`src/rtl/timer_pkg.sv`:
```
// Shared definitions for the millisecond timing blocks (period generator and period counter).
package timer_pkg;

    localparam int CLK_MS_COUNT_DEFAULT = 50000;

    typedef enum logic [1:0] {
        ST_IDLE = 2'b00,
        ST_HIGH = 2'b01,
        ST_LOW  = 2'b10,
        ST_DONE = 2'b11
    } state_t;

    // Periods shorter than 2 ms cannot be split into a high and a low phase.
    function automatic logic [9:0] clamp_period(input logic [9:0] prd);
        return (prd < 10'd2) ? 10'd2 : prd;
    endfunction

endpackage

```
`src/rtl/period_generator_ms_tick_gen.sv`:
```
// Millisecond prescaler: counts clocks 0..CLK_MS_COUNT-1 and pulses tick on the last one.
module ms_tick_gen
    import timer_pkg::*;
#(
    parameter int CLK_MS_COUNT = CLK_MS_COUNT_DEFAULT
) (
    input  logic        clk,
    input  logic        reset_n,
    input  logic        clr,
    output logic        tick,
    output logic [15:0] t
);

    localparam logic [15:0] T_MAX = 16'(CLK_MS_COUNT - 1);

    assign tick = (t == T_MAX);

    always_ff @(posedge clk) begin
        if (!reset_n) begin
            t <= 16'd0;
        end else if (clr || tick) begin
            t <= 16'd0;
        end else begin
            t <= t + 16'd1;
        end
    end

endmodule

```
`src/rtl/period_generator.sv`:
```
// Burst square-wave source: emits N periods of a programmable ms period, high phase first.
// Handshake: start is taken only while ready=1; done_tick pulses once per burst, ready follows.
module period_generator
    import timer_pkg::*;
#(
    parameter int CLK_MS_COUNT = CLK_MS_COUNT_DEFAULT
) (
    input  logic       clk,
    input  logic       reset_n,
    input  logic       start,
    input  logic       stop,
    input  logic [9:0] prd,
    input  logic [7:0] cycles,
    output logic       so,
    output logic       rise_tick,
    output logic       ready,
    output logic       done_tick,
    output state_t     dbg_state
);

    state_t      state, state_nxt;
    logic [9:0]  m;
    logic [9:0]  hi_ms, lo_ms;
    logic [9:0]  phase_ms;
    logic [9:0]  p_eff;
    logic [7:0]  r;
    logic        cont;
    logic        stop_pend;
    logic        stop_eff;
    logic        more;
    logic        running;
    logic        phase_end;
    logic        tick;
    logic [15:0] t;

    ms_tick_gen #(.CLK_MS_COUNT(CLK_MS_COUNT)) u_tick (
        .clk     (clk),
        .reset_n (reset_n),
        .clr     (!running),
        .tick    (tick),
        .t       (t)
    );

    assign p_eff     = clamp_period(prd);
    assign running   = (state == ST_HIGH) || (state == ST_LOW);
    assign phase_ms  = (state == ST_HIGH) ? hi_ms : lo_ms;
    assign phase_end = running && tick && (m == phase_ms - 10'd1);
    // A stop arriving on the very cycle a period ends still counts for that period.
    assign stop_eff  = stop_pend || stop;
    assign more      = cont ? !stop_eff : ((r > 8'd1) && !stop_eff);

    always_ff @(posedge clk) begin
        if (!reset_n) begin
            state <= ST_IDLE;
        end else begin
            state <= state_nxt;
        end
    end

    always_comb begin
        state_nxt = state;
        case (state)
            ST_IDLE: if (start) state_nxt = ST_HIGH;
            ST_HIGH: if (phase_end) state_nxt = ST_LOW;
            ST_LOW:  if (phase_end) state_nxt = more ? ST_HIGH : ST_DONE;
            ST_DONE: state_nxt = ST_IDLE;
            default: state_nxt = ST_IDLE;
        endcase
    end

    always_ff @(posedge clk) begin
        if (!reset_n) begin
            m         <= 10'd0;
            r         <= 8'd0;
            hi_ms     <= 10'd0;
            lo_ms     <= 10'd0;
            cont      <= 1'b0;
            stop_pend <= 1'b0;
        end else begin
            case (state)
                ST_IDLE: begin
                    m         <= 10'd0;
                    stop_pend <= 1'b0;
                    if (start) begin
                        hi_ms <= p_eff - (p_eff >> 1);
                        lo_ms <= p_eff >> 1;
                        r     <= cycles;
                        cont  <= (cycles == 8'd0);
                    end
                end
                ST_HIGH, ST_LOW: begin
                    if (stop) stop_pend <= 1'b1;
                    if (tick) m <= phase_end ? 10'd0 : m + 10'd1;
                    if ((state == ST_LOW) && phase_end && !cont) r <= r - 8'd1;
                end
                default: m <= 10'd0;
            endcase
        end
    end

    assign ready     = (state == ST_IDLE);
    assign so        = (state == ST_HIGH);
    assign done_tick = (state == ST_DONE);
    // The high phase always opens with both counters at zero, so this marks its first cycle.
    assign rise_tick = (state == ST_HIGH) && (m == 10'd0) && (t == 16'd0);
    assign dbg_state = state;

endmodule
```
`config.mk`:
```
export PLATFORM = sky130hd
export DESIGN_NAME = period_generator
export DESIGN_NICKNAME = d
export VERILOG_FILES = /design/src/rtl/timer_pkg.sv /design/src/rtl/period_generator_ms_tick_gen.sv /design/src/rtl/period_generator.sv
export SDC_FILE = /design/constraint.sdc
export NUM_CORES = 1
export LEC_CHECK = 0
export ABC_AREA = 0
export BUFFER_PORTS_ARGS = -buffer_cell sky130_fd_sc_hd__buf_2
export CORE_AREA = 2 2 88 112
export DETAILED_ROUTE_END_ITERATION = 10
export DIE_AREA = 0 0 90 114
export SLEW_MARGIN = 20
export SYNTH_ARGS = -nofsm -noshare
export SYNTH_HDL_FRONTEND = slang
export SYNTH_SLANG_ARGS = --single-unit
```
`constraint.sdc`:
```
create_clock -name clk -period 9.6 [get_ports clk]
set_input_delay 0.96 -clock clk [delete_from_list [all_inputs] [get_ports clk]]
set_output_delay 0.96 -clock clk [all_outputs]
set_load 0.05 [all_outputs]
```
Word level (Yosys, flattened, before mapping):

Index checks and enable logic that the tools add are counted.

* reductions and logical operators: 25
* order comparisons: 2
* muxes and demuxes: 14
* add/sub/neg operators: 5
* equal/unequal tests: 10
* bitwise gates (word level): 1

Operators by type and width (number)
* 2-to-1 mux 10 bit: 3
* adder 16 x 1 -> 16 bit, second input constant: 1
* equality test 16 bit, second input constant: 1
* zero test 16 bit: 1
* 2-to-1 mux 8 bit: 2
* case mux 8 bit (2 select lines): 1
* adder 10 x 1 -> 10 bit, second input constant: 1
* equality test 10 bit: 1
* zero test 10 bit: 1
* < comparator 10 x 2 -> 1 bit, second input constant: 1
* subtractor 10 x 1 -> 10 bit, second input constant: 1
* subtractor 10 x 9 -> 10 bit: 1
* > comparator 8 x 1 -> 1 bit, second input constant: 1
* zero test 8 bit: 1
* 2-to-1 mux 2 bit: 4
* != test 2 bit, second input constant: 4
* case mux 2 bit (4 select lines): 1
* subtractor 8 x 1 -> 8 bit, second input constant: 1
* logical AND 1 bit: 7
* AND reduction 2 bit: 3
* AND reduction 3 bit: 2
* equality test 2 bit, second input constant: 2
* OR reduction 2 bit: 2
* zero test 1 bit: 3
* 8 further kinds: 11

* output and inout port bits: 6
* bits of input ports: 22
* register bits: 57
* logic and storage cells: 65

Depth between registers and ports, before layout:

Gate-level depths: netlist of the first run.

* depth in word-level cells: 9
* gate-level depth with buffers: 16
* mapped depth without buffers: 16

Hierarchy:

Synthesis of the first run repeated with hierarchy kept, for this count alone.

* cell total of the unflattened synthesis: 464
* area total of the unflattened synthesis: 3766.1 µm²

Modules (own cells, without submodules)
* period_generator: times used 1, area each 2966.6 µm², cells each 384, seq. area each 820.8 µm²
* ms_tick_gen: times used 1, area each 799.5 µm², cells each 80, seq. area each 320.3 µm²

Least setup slack after synthesis of the first run:

OpenSTA, ideal clock, no wires.

* path type: reg2reg
* from: reg state[0], in the netlist dbg_state[0]
* to: reg r[4]
* library setup time: 0.129 ns
* required time: 9.471 ns
* arrival time: 3.692 ns
* buffers on the path: 2
* clock period less this slack: 3.822 ns
* slack: 5.778 ns
* cell stages (with the launch flop): 14
* path through: dfxtp_1 -> ha_1 -> buf_6 -> buf_2 -> mux2i_1 -> ha_1 -> xor2_1 -> xnor2_1 -> nor4b_2 -> nand2_1 -> o32ai_4 -> and3_4 -> and4bb_1 -> o32ai_1

* word-level cells in the longest chain between the ends: 9
* elaborated cells on any way between the ends: 17
* classes of those cells: 1 x add/sub; 5 x eq/ne; 2 x mux; 9 x reduce/logical

Ends and longest elaborated chain
* from (decl): line period_generator.sv:21 `state_t state, state_nxt;`
* from (signal assigned): line period_generator.sv:56 `state <= state_nxt;`
* equality test 2 x 1 -> 1 bit *
* net so: line period_generator.sv:14 `output logic so,`
* 2-to-1 mux 10 bit: line period_generator.sv:46 `assign phase_ms = (state == ST_HIGH) ? hi_ms : lo_ms;`
* subtractor 10 x 1 -> 10 bit: line period_generator.sv:47 `assign phase_end = running && tick && (m == phase_ms - 10'd1);`
* equality test 10 bit: line period_generator.sv:47
* logical AND 1 bit: line period_generator.sv:47
* logical AND 1 bit (2 in a row): line period_generator.sv:94 `if ((state == ST_LOW) && phase_end && !cont) r <= r - 8'd1;`
* != test 2 bit (no source line)
* AND reduction 3 bit (no source line)
* to (signal assigned): line period_generator.sv:87 `r <= cycles;`
* to (signal assigned): line period_generator.sv:94
* to (decl): line period_generator.sv:26 `logic [7:0] r;`

Mark *: on every way through the listed nets, which the timed path passes. The rest lies on a longest branch.
A chain may end at the register's enable or synchronous reset.

Worst setup path after layout of the first run:

* from: reg state[1], in the netlist dbg_state[1]
* to: reg r[4]

* word-level cells in the longest chain between the ends: 9
* elaborated cells on any way between the ends: 17
* classes of those cells: 1 x add/sub; 5 x eq/ne; 2 x mux; 9 x reduce/logical

Ends and longest elaborated chain (line)
* equality test 2 x 1 -> 1 bit: period_generator.sv:45, period_generator.sv:46, period_generator.sv:80
* 2-to-1 mux 10 bit: period_generator.sv:46
* subtractor 10 x 1 -> 10 bit: period_generator.sv:47
* equality test 10 bit: period_generator.sv:47
* logical AND 1 bit: period_generator.sv:47
* logical AND 1 bit (2 in a row): period_generator.sv:94
* != test 2 bit (no source line)
* AND reduction 3 bit (no source line)

Parallel ways exist; a longest one is shown, timed or not.

==> results of run 1 <==
==> critical path, stage by stage (launching register included) <==
cell and delay (ps):
dfxtp_1 360, inv_1 100, ha_1 870, mux2i_4 380, ha_1 290, xor2_1 210, xnor2_1 100, nor4b_2 280
nand2_1 130, o32ai_4 470, and3_4 300, and4bb_1 210, o32ai_1 80
==> state kept, by name (all words and copies together), names as in the netlist <==
name,count
stop_pend,1
m,10
hi_ms,10
r,8
dbg_state,2
lo_ms,9
u_tick.t,16
cont,1
==> per-layer routing <==
| layer | wire length [µm] | global-route usage | up-vias |
|---|---|---|---|
| li1 | - | - | 1588 |
| met1 | 3583 | 0.1877 | 1446 |
| met2 | 4051 | 0.3013 | 40 |
| met3 | 227 | 0.03369 | 14 |
| met4 | 163 | 0.06359 | 0 |
| met5 | 0 | 0 | - |
==> per-stage QoR <==
step                hold slack [ps]  cells
floorplan                     431.5    444
global placement              442.1    577
detailed placement            446.9    577
CTS                           452.6    593
global route                  471.4    593
finish                        451.7    593
==> worst paths after layout <==
kind,start,end
setup / recovery,dbg_state[1]$_SDFFE_PN0P_,r[4]$_SDFFE_PN0P_
hold / removal,hi_ms[6]$_SDFFE_PN0P_,hi_ms[6]$_SDFFE_PN0P_
setup reg to reg,dbg_state[1]$_SDFFE_PN0P_,r[4]$_SDFFE_PN0P_
hold reg to reg,hi_ms[6]$_SDFFE_PN0P_,hi_ms[6]$_SDFFE_PN0P_
==> cell usage after synthesis, types with 2 or more instances <==
cell,instances
mux2i_1,8
nand3_1,24
xnor2_1,20
ha_1,21
inv_1,26
a21boi_0,2
clkinv_1,2
a31oi_1,5
o21ai_0,7
nand2_1,57
nor4_2,3
nor4b_2,2
and3_1,4
dfxtp_1,57
nor4_1,7
o22ai_1,3
clkbuf_1,16
and4_1,6
nand4_1,6
xor2_1,22
nor2_1,44
a21oi_1,26
nor3_1,15
and4b_1,2
a211oi_1,7
mux2i_4,2
or2_2,2
o211ai_1,2
or3_1,2
nor4b_1,4
nor2b_1,3
buf_2,3
and2_1,3
==> layout make-up <==
type	instances	area (µm²)	share of cell area
Multi-Input combinational cell	339	2280	0.5495
Sequential cell	57	1141	0.2750
Clock buffer	11	252.7	0.06092
Tap cell	126	157.7	0.03800
Timing Repair Buffer	27	135.1	0.03257
Inverter	28	105.1	0.02533
Clock inverter	5	77.57	0.01870
==> logic make-up (layout without fill, tap and decap cells) <==
family                     after synthesis  after routing  share of synthesized area
muxes                                   11             11                    0.03776
adders and majority gates               22             22                    0.07828
buffers and inverters                   48             71                    0.05300
DFF                                     57             57                     0.3159
and+or+nand+nor                        192            192                     0.2726
xor gates and xnor gates                43             43                     0.1063
AOI/OAI and AO/OA                       71             71                     0.1361
==> power groups by stage <==
stage / Combinational [mW] / Clock, mW / Sequential [mW]
after floorplan: 0.378 / 0 / 0.313
after global placement: 0.469 / 0 / 0.310
after detailed placement: 0.477 / 0 / 0.311
after CTS: 0.478 / 0.356 / 0.307
after global routing: 0.526 / 0.365 / 0.312
final: 0.475 / 0.347 / 0.307
==> metrics, run 1 <==
Post-CTS Resized=0; initial antenna violation count=0; Worst slew margin=0.2819; clk root buf=clkbuf_16; final worst path period share=0.4093; final hold violations=0; clock sinks=57; Vias/cell=between 5 and 6; total power=about 1.1 mW; clock skew=6.641 ps; Cell Area, Synth=3612 µm²; final setup violation count=0; routed via count=3088; Combinational Power Share=0.421; number of cell rows=40; TritonCTS Buffers=9; Clock Pin Slew Worst Setup and Hold Paths=~50 ps; Die Wd=90 µm; first-pass GRT wire length=13810 µm; Setup CP Type=reg -> reg; Worst IR Drop VDD=roughly 0.00014 V; fillcell total=993; CP max FO=22; RSZ-0062 raised after global routing=false; hpwl dp=between 6000 and 7000 µm; final setup margin=between 5000 and 6000 ps; Worst Setup Start Kind=flip-flop; Net Switching=between 0.4 and 0.5 mW; drt first pass iters=4; Cell Int Power=0.6827 mW; dpl ws=5687 ps; crit path capture type=flip-flop; H-tree Lvls=3; Layout area overhead=14.86%; vias in the first global route=3053; switch share=0.3954; Syn Nets=~500; Clk pwr share=0.307; GRT Util Overall=0.1644; DIE AREA=10260 µm²; top cell type's share of synthesized area=0.3159; wire length per cell=~14 µm; DP Area=3819 µm²; Starting Density=0.3880; total gr overflow=0; cts hold-fix bufs=0; most frequent cells in the layout=nand2_1, dfxtp_1, nor2_1; Final Max Slew Viols=0; Hold Path Cell Cnt=2; I/O Pins=28; routability cong.=between 0.8 and 0.9; Area contributors post-synth=dfxtp_1, ha_1, nand2_1; R2R cell count=12; WP data arrival=4110 ps; fin area=about 4100 µm²; synth unique cells=64; remaining antenna violation count=0; Mean Syn Cell Area=roughly 8.1 µm²; sequential share of power=0.272; Final Util=0.4457; post-synthesis sequential area ratio=0.3159; port bufs=27; fmax=254.5 MHz; hold crit path type=reg -> reg; area leader, netlist=dfxtp_1; YS warnings=0; Final TNS setup=0 ps; Ant. Diodes=0; DRC=0; Max Cap Viol=0; CTS tree=built; total routed wirelength=roughly 8000 µm; static leakage=between 1.5 and 2 nW; worst skew pair latency=around 320 ps; Die H=between 100 and 150 µm; WP data required=between 9000 and 10000 ps; final layout net count=about 510; worst-margin pin slew=1077 ps; Async S/R FF share, synth=0; Main synth FF type=dfxtp_1; largest net degree at the start of global routing=29; PwrDens=around 270 nW/µm²; area of the core=9309 µm²; Worst R2R Setup Slack=5670 ps; synthesized flop and latch total=57; Clock Tree Buf Depth=2; final worst path period need=between 3000 and 4000 ps; post-CTS setup buffer count=0; Post-synth EDFFs=0; Syn Inst Count=444; DRC violation total after the first TritonRoute iteration=70; layout cell share with drive strength beyond 1=0.1306; status=completed
(Power assumes the default switching activity.)
==> run 2, diff against run 1 <==
--- a/config.mk
+++ b/config.mk
@@ -5,11 +5,11 @@
 export SDC_FILE = /design/constraint.sdc
 export NUM_CORES = 1
 export LEC_CHECK = 0
-export ABC_AREA = 0
+export ABC_AREA = 1
 export BUFFER_PORTS_ARGS = -buffer_cell sky130_fd_sc_hd__buf_2
-export CORE_AREA = 2 2 88 112
+export CORE_AREA = 2 2 93 117
 export DETAILED_ROUTE_END_ITERATION = 10
-export DIE_AREA = 0 0 90 114
+export DIE_AREA = 0 0 95 119
 export SLEW_MARGIN = 20
 export SYNTH_ARGS = -nofsm -noshare
 export SYNTH_HDL_FRONTEND = slang
==> constraint.sdc (replaced) <==
create_clock -name clk -period 3.3 [get_ports clk]
set_input_delay 0.33 -clock clk [delete_from_list [all_inputs] [get_ports clk]]
set_output_delay 0.33 -clock clk [all_outputs]
set_load 0.05 [all_outputs]
==> run 2 against run 1 <==
Against the previous run: worst setup slack got worse by 5200 ps; final cell count grew 29%; die area is 10% higher; critical endpoint unchanged; clock-buffer cell count is 2 higher; non-clock buffer count is 3 higher; synthesized cell count rose by 37%; largest power group unchanged; critical path depth up 6; clock skew hardly changed; first-iteration DRC count up 63%; via count is 20% higher; power increased to 3.2 times the previous value.
==> metrics, run 2 <==
YS warnings=0; GRT Util Overall=0.1751; metal3 WL=roughly 260 µm; routability cong.=0.9060; initial antenna violation count=0; largest net degree at the start of global routing=25; first-pass GRT wire length=roughly 16000 µm; Post-synth EDFFs=0; Die H=roughly 120 µm; critical path, cell by cell=inv_1, ha_1, buf_4, nand2_1, nand2_1, ha_1, nand2_1, nand2_1, nor2_1, nand3_1, nor2_1, nand3_1, nor2_1, nand4_2, nand2_4, nand3_1, nand2_1, nor2_1; post-synthesis mux area share=0.01260; final setup violation count=0; top cell type's share of synthesized area=0.2873; largest register by flop count=u_tick.t; area of the core=between 10000 and 15000 µm²; DRT met1 WL=between 3000 and 4000 µm; routed via count=about 3700; total routed wirelength=a little over 9000 µm; Clock Pin Slew Worst Setup and Hold Paths=approximately 50 ps; XOR/XNOR share of the synthesized area=0.03529; Async S/R FF share, synth=0; DRC=0; Final Max Slew Viols=0; post-synthesis sequential area ratio=0.2873; Post-CTS Resized=0; area leader, netlist=dfxtp_1; most numerous cell in the Yosys netlist=nand2_1; worst-margin pin slew=about 600 ps; final hold violations=0; Post-Place Cells=750; clock skew=6.670 ps; DRC violation total after the first TritonRoute iteration=approximately 110; Max Cap Viol=0; Vias/cell=4.838; post-synthesis compound-gate area fraction=0.1207; vias in the first global route=between 3000 and 4000; Final TNS setup=0 ps; PwrDens=slightly above 800 nW/µm²; Worst slew margin=0.5981; clk root buf=clkbuf_16; most frequent cells in the layout=nand2_1, inv_1, nor2_1; synth unique cells=39; total power=3.641 mW; RSZ-0062 raised after global routing=false; total gr overflow=0; Mean Syn Cell Area=6.543 µm²; Largest regs=u_tick.t x16, hi_ms x10, m x10; metal2 WL=4637 µm; Layout area overhead=12.13%; number of cell rows=42; synthesized flop and latch total=57; hold crit path type=in -> reg; Cell Area, Synth=3971 µm²; final setup margin=about 500 ps; fmax=approximately 360 MHz; top post-synthesis cells by count=nand2_1, inv_1, nor2_1; CP max FO=18; Worst IR Drop VDD=around 0.00036 V; drt first pass iters=4; status=completed; Syn Inst Count=around 610; final worst path period need=roughly 2800 ps; Top Layer Used=met4; most used cell, CP=nand2_1; Worst R2R Setup Slack=~510 ps; port bufs=27; crit path capture type=flip-flop; hpwl dp=between 7000 and 8000 µm; H-tree Lvls=3; Syn Nets=about 650; worst skew pair latency=330 ps; WP data arrival=approximately 3000 ps; CP max stage cell=dfxtp_1; Final Util=0.4301; cts hold-fix bufs=0; leading cell type in the layout, fill and taps excluded=nand2_1; Clock Tree Buf Depth=2; max reg flops=16; remaining antenna violation count=0; Setup CP Type=reg -> reg; post-CTS setup buffer count=0; final layout net count=about 670; layout cell share with drive strength beyond 1=0.1309; Die Wd=about 95 µm; Area contributors post-synth=dfxtp_1, nand2_1, inv_1; Ant. Diodes=0; dpl ws=455.5 ps; WP data required=3520 ps; clock sinks=57; final worst path period share=0.8455; Worst Setup Start Kind=flip-flop; post-synthesis adder-cell area fraction=0.07120; TritonCTS Buffers=9; largest family of logic cells by synthesized area=simple AND/OR/NAND/NOR gates; max incr delay on CP=approximately 420 ps; CTS tree=built; simple-gate area share of the yosys netlist=0.3503; DIE AREA=~11000 µm²; static leakage=approximately 2.1 nW; Main synth FF type=dfxtp_1; post-route insts no fill=~770; Starting Density=0.3836; wire length per cell=between 10 and 15 µm; I/O Pins=28
-- run 2: changes by cell type in the layout (fill, tap and decap cells not counted), moves of 17 or more --
cell     previous run  this run
nor2_1             44        64
inv_1              26        91
nand2_1            57       139
xnor2_1            20         3
nand3_1            24        45
o21ai_0             7        32
-- run 2: final cells by class --
type                       count  area [µm²]
fill                        1077        5899
clock buffer                  13       260.3
clock inverter                 3       15.01
inverter                      97       364.1
sequential                    57        1141
multi-input combinational    434        2350
timing repair buffer          30       157.7
tap                          132       165.2
-- run 2: per-layer routing --
metal,GRT usage,vias up
li1,-,1973
met1,0.1927,1672
met2,0.3116,48
met3,0.03226,13
met4,0.09239,0
met5,0,-
-- run 2: cells by family after synthesis --
logic type / Yosys count
flip-flops: 57
adder cells (fa/ha/maj): 22
buffers and inverters: 116
XOR/XNOR: 16
AND/OR/NAND/NOR: 305
multiplexers: 5
AO/OA/AOI/OAI: 86
-- run 2: critical path: cells and delay by family, from the launching register on --
family / cells / cell delay (ps)
buffers and inverters: 2 / 320
adder cells (fa/ha/maj): 2 / 560
flip-flops: 1 / 420
AND/OR/NAND/NOR: 14 / 1380
-- run 2: path summary, 6_finish.rpt --
| kind | from | to | cells past startpoint |
|---|---|---|---|
| worst max-delay path | dbg_state[1]$_SDFFE_PN0P_ | r[4]$_SDFFE_PN0P_ | 18 |
| worst min-delay path | stop | stop_pend$_SDFFE_PN0P_ | 3 |
| worst max register to register | dbg_state[1]$_SDFFE_PN0P_ | r[4]$_SDFFE_PN0P_ | 18 |
| worst min register to register | u_tick.t[0]$_SDFF_PP0_ | u_tick.t[0]$_SDFF_PP0_ | 1 |
-- run 2: metrics by stage --
step | instance area, µm² | hold slack, ps
finish | 4453 | 279.1
global route | 4453 | 303.1
CTS | 4453 | 269.0
detailed placement | 4178 | 445.9
global placement | 4178 | 430.7
floorplan | 3978 | 417.3
-- run 2: power breakdown --
part	total (mW)	switching [mW]	internal, mW
Sequential	0.913	0.0950	0.818
Combinational	1.88	1.23	0.645
Clock	0.849	0.306	0.543
Total	3.64	1.64	2.01
